## src/rtl/intr_pkg.sv

```systemverilog
// rtl/intr_pkg.sv - shared FSM encoding and register map for vectored_intr_ctrl
package intr_pkg;

    typedef enum logic [1:0] {
        ST_IDLE    = 2'd0,
        ST_REQ     = 2'd1,
        ST_SERVICE = 2'd2
    } state_t;

    localparam logic [1:0] ADDR_EN_MASK = 2'd0;
    localparam logic [1:0] ADDR_PEND    = 2'd1;
    localparam logic [1:0] ADDR_ISR     = 2'd2;
    localparam logic [1:0] ADDR_GIE     = 2'd3;

    // Upper half of the mapped-IO window shared with the keypad.
    localparam logic [15:0] MMIO_BASE = 16'hBF80;

endpackage

```

## src/rtl/prio_enc.sv

```systemverilog
// rtl/prio_enc.sv - lowest-index-wins priority encoder with valid flag
module prio_enc #(
    parameter int N = 8
) (
    input  logic [N-1:0] req,
    output logic [4:0]   id,
    output logic         valid
);

    // Scan downward so the lowest set index is the last assignment.
    always_comb begin
        id    = '0;
        valid = 1'b0;
        for (int i = N - 1; i >= 0; i--) begin
            if (req[i]) begin
                id    = 5'(i);
                valid = 1'b1;
            end
        end
    end

endmodule

```

## src/rtl/vectored_intr_ctrl.sv

```systemverilog
// rtl/vectored_intr_ctrl.sv - prioritised vectored interrupt controller; NESTED_INTR_EN enables preemption
module vectored_intr_ctrl
    import intr_pkg::*;
#(
    parameter int                  NUM_SRC   = 8,
    parameter logic [NUM_SRC-1:0]  EDGE_MASK = '1,
    parameter logic [31:0]         BASE_VEC  = 32'h0000_0008,
    parameter int                  VEC_SHIFT = 3
) (
    input  logic               Clock,
    input  logic               Reset,
    input  logic [NUM_SRC-1:0] irq_src,
    output logic               intr,
    input  logic               inta,
    input  logic               eoi,
    output logic [31:0]        int_vec,
    output logic [4:0]         int_id,
    input  logic               cfg_we,
    input  logic [1:0]         cfg_addr,
    input  logic [31:0]        cfg_wdata,
    output logic [31:0]        cfg_rdata
);

    function automatic logic [NUM_SRC-1:0] bit_of(input logic [4:0] idx);
        return {{(NUM_SRC-1){1'b0}}, 1'b1} << idx;
    endfunction

    function automatic logic [31:0] vec_of(input logic [4:0] idx);
        return BASE_VEC + ({27'd0, idx} << VEC_SHIFT);
    endfunction

    logic [NUM_SRC-1:0] sync1, sync2, sync3;
    logic [NUM_SRC-1:0] pend_edge, en_mask, isr;
    logic               gie;
    state_t             state;

    logic [NUM_SRC-1:0] pend, req, edge_set, ack_clr, w1c;
    logic [4:0]         req_id, isr_id;
    logic               req_valid, isr_valid, nest_ok, ack_fire;
    logic               unused_wdata;

    assign unused_wdata = ^cfg_wdata;

    always_ff @(posedge Clock or posedge Reset) begin
        if (Reset) begin
            sync1 <= '0;
            sync2 <= '0;
            sync3 <= '0;
        end else begin
            sync1 <= irq_src;
            sync2 <= sync1;
            sync3 <= sync2;
        end
    end

    // Level sources bypass the pending register and track the synchronised input.
    assign edge_set = sync2 & ~sync3 & EDGE_MASK;
    assign pend     = (pend_edge & EDGE_MASK) | (sync2 & ~EDGE_MASK);
    assign req      = pend & en_mask & {NUM_SRC{gie}};

    prio_enc #(.N(NUM_SRC)) u_req_enc (.req(req), .id(req_id), .valid(req_valid));
    prio_enc #(.N(NUM_SRC)) u_isr_enc (.req(isr), .id(isr_id), .valid(isr_valid));

    assign nest_ok = req_valid && (!isr_valid || (req_id < isr_id));

    always_comb begin
        ack_fire = 1'b0;
        if (state == ST_REQ) begin
            ack_fire = inta && req_valid;
        end
`ifdef NESTED_INTR_EN
        else if (state == ST_SERVICE) begin
            ack_fire = inta && intr && nest_ok;
        end
`endif
    end

    assign ack_clr = ack_fire ? (bit_of(req_id) & EDGE_MASK) : '0;
    assign w1c     = (cfg_we && cfg_addr == ADDR_PEND) ? cfg_wdata[NUM_SRC-1:0] : '0;

    // A fresh edge in the same cycle as an ack or W1C keeps the bit pending.
    always_ff @(posedge Clock or posedge Reset) begin
        if (Reset) begin
            pend_edge <= '0;
        end else begin
            pend_edge <= (pend_edge & ~(ack_clr | w1c)) | edge_set;
        end
    end

    always_ff @(posedge Clock or posedge Reset) begin
        if (Reset) begin
            en_mask <= '0;
            gie     <= 1'b0;
        end else if (cfg_we) begin
            if (cfg_addr == ADDR_EN_MASK) en_mask <= cfg_wdata[NUM_SRC-1:0];
            if (cfg_addr == ADDR_GIE)     gie     <= cfg_wdata[0];
        end
    end

`ifdef NESTED_INTR_EN
    logic [NUM_SRC-1:0] isr_rest;
    logic [4:0]         rest_id;
    logic               rest_valid;

    assign isr_rest = isr & ~bit_of(isr_id);
    prio_enc #(.N(NUM_SRC)) u_rest_enc (.req(isr_rest), .id(rest_id), .valid(rest_valid));
`endif

    always_ff @(posedge Clock or posedge Reset) begin
        if (Reset) begin
            state   <= ST_IDLE;
            intr    <= 1'b0;
            isr     <= '0;
            int_id  <= '0;
            int_vec <= BASE_VEC;
        end else begin
            case (state)
                ST_IDLE: begin
                    if (req_valid) begin
                        state <= ST_REQ;
                        intr  <= 1'b1;
                    end
                end
                ST_REQ: begin
                    if (!req_valid) begin
                        state <= ST_IDLE;
                        intr  <= 1'b0;
                    end else if (ack_fire) begin
                        state   <= ST_SERVICE;
                        intr    <= 1'b0;
                        isr     <= isr | bit_of(req_id);
                        int_id  <= req_id;
                        int_vec <= vec_of(req_id);
                    end
                end
                ST_SERVICE: begin
`ifdef NESTED_INTR_EN
                    if (ack_fire) begin
                        intr    <= 1'b0;
                        isr     <= isr | bit_of(req_id);
                        int_id  <= req_id;
                        int_vec <= vec_of(req_id);
                    end else if (eoi && isr_valid) begin
                        intr <= 1'b0;
                        isr  <= isr_rest;
                        if (rest_valid) begin
                            int_id  <= rest_id;
                            int_vec <= vec_of(rest_id);
                        end else begin
                            state <= ST_IDLE;
                        end
                    end else begin
                        intr <= nest_ok;
                    end
`else
                    intr <= 1'b0;
                    if (eoi) begin
                        if (isr_valid) isr <= isr & ~bit_of(isr_id);
                        state <= ST_IDLE;
                    end
`endif
                end
                default: begin
                    state <= ST_IDLE;
                    intr  <= 1'b0;
                end
            endcase
        end
    end

    always_comb begin
        cfg_rdata = '0;
        case (cfg_addr)
            ADDR_EN_MASK: cfg_rdata[NUM_SRC-1:0] = en_mask;
            ADDR_PEND:    cfg_rdata[NUM_SRC-1:0] = pend;
            ADDR_ISR:     cfg_rdata[NUM_SRC-1:0] = isr;
            ADDR_GIE:     cfg_rdata[0]           = gie;
            default:      cfg_rdata              = '0;
        endcase
    end

endmodule
```

## config.mk

```make
export PLATFORM = sky130hd
export DESIGN_NAME = vectored_intr_ctrl
export DESIGN_NICKNAME = d
export VERILOG_FILES = /design/src/rtl/intr_pkg.sv /design/src/rtl/prio_enc.sv /design/src/rtl/vectored_intr_ctrl.sv
export SDC_FILE = /design/constraint.sdc
export NUM_CORES = 1
export LEC_CHECK = 0
export CORE_ASPECT_RATIO = 1.5
export CORE_MARGIN = 1
export CORE_UTILIZATION = 40
export DETAILED_ROUTE_END_ITERATION = 8
export PLACE_DENSITY = 0.75
export SETUP_SLACK_MARGIN = 0.02
export SYNTH_ARGS = -nofsm -noshare
export SYNTH_HDL_FRONTEND = slang
export SYNTH_SLANG_ARGS = --single-unit
```

## constraint.sdc

```tcl
create_clock -name Clock -period 1.7 [get_ports Clock]
set_input_delay 0.255 -clock Clock [delete_from_list [all_inputs] [get_ports Clock]]
set_output_delay 0.255 -clock Clock [all_outputs]
set_load 0.01 [all_outputs]
```

Yosys cells after proc, flatten, opt, wreduce, memory -nomap -nowiden
Cells that the tools add are included.
{"block": "word_totals", "ff_bits": 89, "input_bits": 47, "output_inout_bits": 70, "word_cells": 98}
{"block": "classes", "add_sub_neg": 1, "n_eq_ne": 11, "shift": 2, "n_mux": 51, "bitwise": 11, "reduce_logical": 11}
{"cell": "$mux W3", "n": 16}
{"cell": "$mux W8", "n": 6}
{"cell": "$and A8 B8 Y8", "n": 5}
{"cell": "$not A8 Y8", "n": 3}
{"cell": "$or A8 B8 Y8", "n": 3}
{"cell": "$pmux W7 S3", "n": 1}
{"cell": "$mux W1", "n": 20}
{"cell": "$pmux W8 S2", "n": 1}
{"cell": "$shl A1 B5 Y8 const A", "n": 2}
{"cell": "$ne A2 B2 Y1 const B", "n": 5}
{"cell": "$add A4 B8 Y9 const A", "n": 1}
{"cell": "$mux W2", "n": 4}
{"cell": "$eq A2 B2 Y1 const B", "n": 3}
{"cell": "$pmux W2 S3", "n": 1}
{"cell": "$reduce_and A2 Y1", "n": 3}
{"cell": "$reduce_and A3 Y1", "n": 2}
{"cell": "$reduce_and A5 Y1", "n": 1}
{"cell": "$eq A2 B1 Y1 const B", "n": 2}
{"cell": "$logic_not A2 Y1", "n": 2}
{"cell": "$pmux W1 S4", "n": 1}
{"cell": "$ne A3 B3 Y1 const B", "n": 1}
{"cell": "$logic_and A1 B1 Y1", "n": 2}
{"cell": "$pmux W1 S2", "n": 1}
{"cell": "$reduce_bool A2 Y1", "n": 1}

Depth between registers and ports, before layout
Gate-level depths: netlist of the first run.
{"block": "depth", "ltp_word": 17, "depth_mapped": 9}

By module
Synthesis of the first run repeated with hierarchy kept, for this count alone.
{"block": "unflattened", "hier_cells": 304, "area_unflattened_um2": 3121.7}
{"mod": "vectored_intr_ctrl", "n_inst": 1, "cells_per_inst": 272, "area_each_um2": 2924.1}
{"mod": "prio_enc", "n_inst": 2, "cells_per_inst": 16, "area_each_um2": 98.8}

Worst setup path before layout of the first run
No wires, ideal clock.
{"block": "synth_timing", "path_kind": "register to register", "startpoint": "register pend_edge[7] (netlist: pend[7])", "endpoint": "register isr[3]", "arrival_ns": 1.673, "required_ns": 1.579, "path_slack_ns": -0.094, "path_stages_with_launch": 9, "path_buffers": 1, "path_cell_list": "dfrtp_1 a22oi_1 o21ai_1 and2_1 buf_4 and2_1 ha_1 and3_1 o22a_1"}
{"block": "synth_between", "elab_chain_cells": 15}
{"element": "from (decl)", "line": "vectored_intr_ctrl.sv:33", "text": "logic [NUM_SRC-1:0] pend_edge, en_mask, isr;"}
{"element": "from (signal assigned)", "line": "vectored_intr_ctrl.sv:86", "text": "pend_edge <= (pend_edge & ~(ack_clr | w1c)) | edge_set;"}
{"element": "$and A8 B8 Y8 * (2 in series)", "line": "vectored_intr_ctrl.sv:59", "text": "assign req = pend & en_mask & {NUM_SRC{gie}};"}
{"element": "$mux W3 (8 in series)", "line": "prio_enc.sv:15", "text": "if (req[i]) begin"}
{"element": "$shl A1 B5 Y8", "line": "vectored_intr_ctrl.sv:25", "text": "return {{(NUM_SRC-1){1'b0}}, 1'b1} << idx;"}
{"element": "$or A8 B8 Y8", "line": "vectored_intr_ctrl.sv:131", "text": "isr <= isr | bit_of(req_id);"}
{"element": "$mux W8", "line": "vectored_intr_ctrl.sv:128", "text": "end else if (ack_fire) begin"}
{"element": "$mux W8", "line": "vectored_intr_ctrl.sv:125", "text": "if (!req_valid) begin"}
{"element": "$pmux W8 S2", "line": "vectored_intr_ctrl.sv:117", "text": "case (state)"}
{"element": "to (signal assigned)", "line": "vectored_intr_ctrl.sv:131"}
{"element": "to (signal assigned)", "line": "vectored_intr_ctrl.sv:158", "text": "if (isr_valid) isr <= isr & ~bit_of(isr_id);"}
{"element": "to (decl)", "line": "vectored_intr_ctrl.sv:33"}
Mark *: on every way between the ends. The rest lies on a longest branch, timed or not. The select of a mux whose other input is x is not followed.
A chain may end at the register's enable or synchronous reset.

Worst setup path in the final report of the first run
{"block": "layout_timing", "startpoint": "register isr[0]", "endpoint": "register isr[0]"}
{"block": "layout_between", "elab_chain_cells": 7}
{"element": "$mux W3", "line": "prio_enc.sv:15"}
{"element": "$shl A1 B5 Y8", "line": "vectored_intr_ctrl.sv:25"}
{"element": "$not A8 Y8", "line": "vectored_intr_ctrl.sv:158"}
{"element": "$and A8 B8 Y8", "line": "vectored_intr_ctrl.sv:158"}
{"element": "$mux W8", "line": "vectored_intr_ctrl.sv:158"}
{"element": "$mux W8", "line": "vectored_intr_ctrl.sv:157", "text": "if (eoi) begin"}
{"element": "$pmux W8 S2", "line": "vectored_intr_ctrl.sv:117"}
Parallel ways exist; a longest one is shown, timed or not. The select of a mux whose other input is x is not followed.

==> results of run 1 <==
==> area by class of cell <==
class,count,area (µm²)
inverter,14,68.82
clock buffer,12,145.1
clock inverter,4,50.05
fill,590,3043
timing repair buffer,113,945.9
tap,100,125.1
multi-input combinational,197,1418
sequential,59,1479
==> metal layers <==
metal  share of wire  wire length [µm]  global-route usage  vias to the layer above
li1                -                 -                   -                     1092
met1            0.37              2731              0.1981                     1184
met2            0.54              3941              0.3398                       99
met3           0.050               366             0.05312                       20
met4           0.037               272              0.1176                        0
met5               0                 0                   0                        -
==> power groups by stage <==
stage               clock [µW]  combinational [µW]  sequential [µW]
floorplan                    0                 724             1870
detailed placement           0                1460             1850
global placement             0                1440             1830
global route              1330                1870             1850
CTS                       1280                1560             1820
finish                    1240                1740             1820
==> flip-flops by register name, summed over array words and instances, names as in the netlist <==
| register | cells |
|---|---|
| en_mask | 8 |
| isr | 8 |
| pend | 8 |
| sync1 | 8 |
| sync2 | 8 |
| sync3 | 8 |
| int_vec | 4 |
| int_id | 3 |
| state | 2 |
| gie | 1 |
| intr | 1 |
==> worst paths after layout <==
check	endpoint	slack, ps	cells after the start
worst min-delay path	sync1[7]	330	3
min in group Clock	sync2[4]	350	0
worst max register to register	isr[0]	-240	6
worst min register to register	sync2[4]	350	0
worst max-delay path	isr[0]	-240	6
max in group asynchronous	int_vec[3]	1060	3
==> Yosys cell counts, types with 3 or more instances <==
library cell | count | area share
dfrtp_1 | 58 | 0.48
buf_4 | 55 | 0.14
nand2_1 | 35 | 0.044
inv_1 | 11 | 0.014
mux2_2 | 9 | 0.034
o21ai_0 | 9 | 0.015
o21ai_1 | 8 | 0.013
mux2i_1 | 7 | 0.023
nand3_1 | 5 | 0.0083
a22oi_1 | 4 | 0.010
a32o_1 | 4 | 0.013
and2_1 | 4 | 0.0083
ha_1 | 4 | 0.017
a21oi_1 | 3 | 0.0050
clkbuf_1 | 3 | 0.0037
nand2b_1 | 3 | 0.0062
nor2_1 | 3 | 0.0037
nor2b_1 | 3 | 0.0062
o22ai_1 | 3 | 0.0062
==> tightest hold or removal path, cell delays in order <==
cell and delay [ps]:
clkdlybuf4s50_1 440, clkinvlp_4 90, buf_12 280
==> cells by family after synthesis <==
kind of cell | count (synthesis)
AOI/OAI and AO/OA | 52
and+or+nand+nor | 70
adders and majority gates | 4
other | 1
muxes | 17
DFF | 59
buffers and inverters | 76
==> through the flow <==
stage                       util  cell area [µm²]
after floorplan                -             3219
after global placement    0.5151             3747
after detailed placement  0.5151             3747
after CTS                 0.5583             4061
after global routing      0.5817             4232
final                     0.5817             4232
==> repair_timing <==
action                     CTS  global route
setup endpoints to repair   28            29
hold buffers                 0             0
gates cloned                 0             1
setup buffers               10             3
pin swaps                    4            11
gates resized for setup     53            34
==> results.json, run 1 <==
{
  "switching_share": 0.3214,
  "dp_cells": 470,
  "synth_edf_count": 0,
  "path_cells": "or4_4 > nor4_4 > a221o_1 > buf_4 > nor4_2 > o22a_1",
  "yosys_register_bits": 59,
  "synth_simple_gate_area_frac": 0.1277,
  "violations": "setup timing",
  "wire_per_inst_um": 14.65,
  "final.setup.worst_slack_ps": -235.3,
  "cap_violations": 0,
  "syn_area_um2": 3009,
  "hold_ws_ps": 329.0,
  "drt-pass1-iter-count": 4,
  "skew_ps": 5.349,
  "die_h_um": 108.2,
  "grt_pass1_wl_um": 10990,
  "htreeDepth": 3,
  "rows": 38,
  "critPathBufInv": 1,
  "grt_antenna_before_repair": 0,
  "core-area_um2": 7274,
  "rsz0062_at_grt": "yes",
  "die-area_um2": 7881,
  "cts_buffers": 9,
  "fmax_ghz": 0.5167,
  "synth_top_family_by_area": "buffers and inverters",
  "p_comb_frac": 0.363,
  "intPower_uw": 3263,
  "cp_max_fo": 4,
  "drt-vias-per-instance": 4.800,
  "syn_area_per_cell_um2": 10.79,
  "place_ws_ps": -480.4,
  "setup_viol": 15,
  "fin_crit_sh": 1.138,
  "yosysWarnings": 0,
  "final_cell_mix": "buf_4 (68), dfrtp_1 (57), conb_1 (54), nand2_1 (34), clkdlybuf4s50_1 (28)",
  "area_growth_pct": 40.62,
  "ir_worst_vdd_mv": 0.5455,
  "cp-end-kind": "flip-flop",
  "routed_wl_um": 7311,
  "synth_cells": 279,
  "clock-root-buffer": "clkbuf_8",
  "slew_viol_final": 0,
  "startpoint_type": "flip-flop",
  "grt_max_degree": 60,
  "crit_arrival_ps": 2160,
  "cts.path.max_buffers": 2,
  "hold_violations": 0,
  "p_total_uw": 4808,
  "finalCriticalPeriod_ps": 1935,
  "final_layout_size_suffix_gt1_frac": 0.3684,
  "hpwl_um": 5134,
  "clkTransAtPathRegs_ps": 60,
  "clock_latency_ps": 340,
  "critPathSlowestCell": "or4_4",
  "port_buffers": 38,
  "ys_types": 59,
  "r2r-start": "isr[0]",
  "fp.dieW_um": 72.82,
  "antenna_cells": 0,
  "synth_fa_ha_area_frac": 0.01663,
  "yosysSeqAreaShare": 0.4911,
  "synth-xor-area-share": 0,
  "via_count": 2395,
  "overflow": 0,
  "postRouteAntennaNets": 0,
  "p_leak_uw": 0.001939,
  "seqPwrFrac": 0.379,
  "drt_first_iter_violations": 151,
  "hold_path.class": "input port to async pin",
  "startpoint": "isr[0]",
  "synth_ff_type": "dfrtp_1",
  "start_util": 0.4137,
  "synth_compound_area_frac": 0.1247,
  "grt_use_total": 0.1923,
  "drc": 0,
  "async_flop_share": 1.000,
  "cp_top_family": "simple AND/OR/NAND/NOR gates",
  "p_clk_frac": 0.258,
  "cts_sinks": 59,
  "synth.mux.area_fraction": 0.06570,
  "instances_no_fill": 499,
  "grt_pass1_vias": 2327,
  "outcome": "finished, violations left",
  "tns_ps": -1999,
  "critPathMaxStageDelay_ps": 560,
  "cts_tree": "yes",
  "final_nets": 445,
  "crit_required_ps": 1920,
  "ios": 117,
  "p_sw_uw": 1545,
  "final_common_cell": "buf_4",
  "p_per_area_nw_per_um2": 1136,
  "place_congestion": 0.8715,
  "crit_type": "flip-flop to flip-flop"
}
(Power assumes the default switching activity.)
==> run 2: changes to the inputs <==
--- a/config.mk
+++ b/config.mk
@@ -11,6 +11,7 @@
 export DETAILED_ROUTE_END_ITERATION = 8
 export PLACE_DENSITY = 0.75
 export SETUP_SLACK_MARGIN = 0.02
+export SLEW_MARGIN = 25
 export SYNTH_ARGS = -nofsm -noshare
 export SYNTH_HDL_FRONTEND = slang
 export SYNTH_SLANG_ARGS = --single-unit
==> results of run 2 <==
Final layout, timing and power as in run 1 (identical DEF).
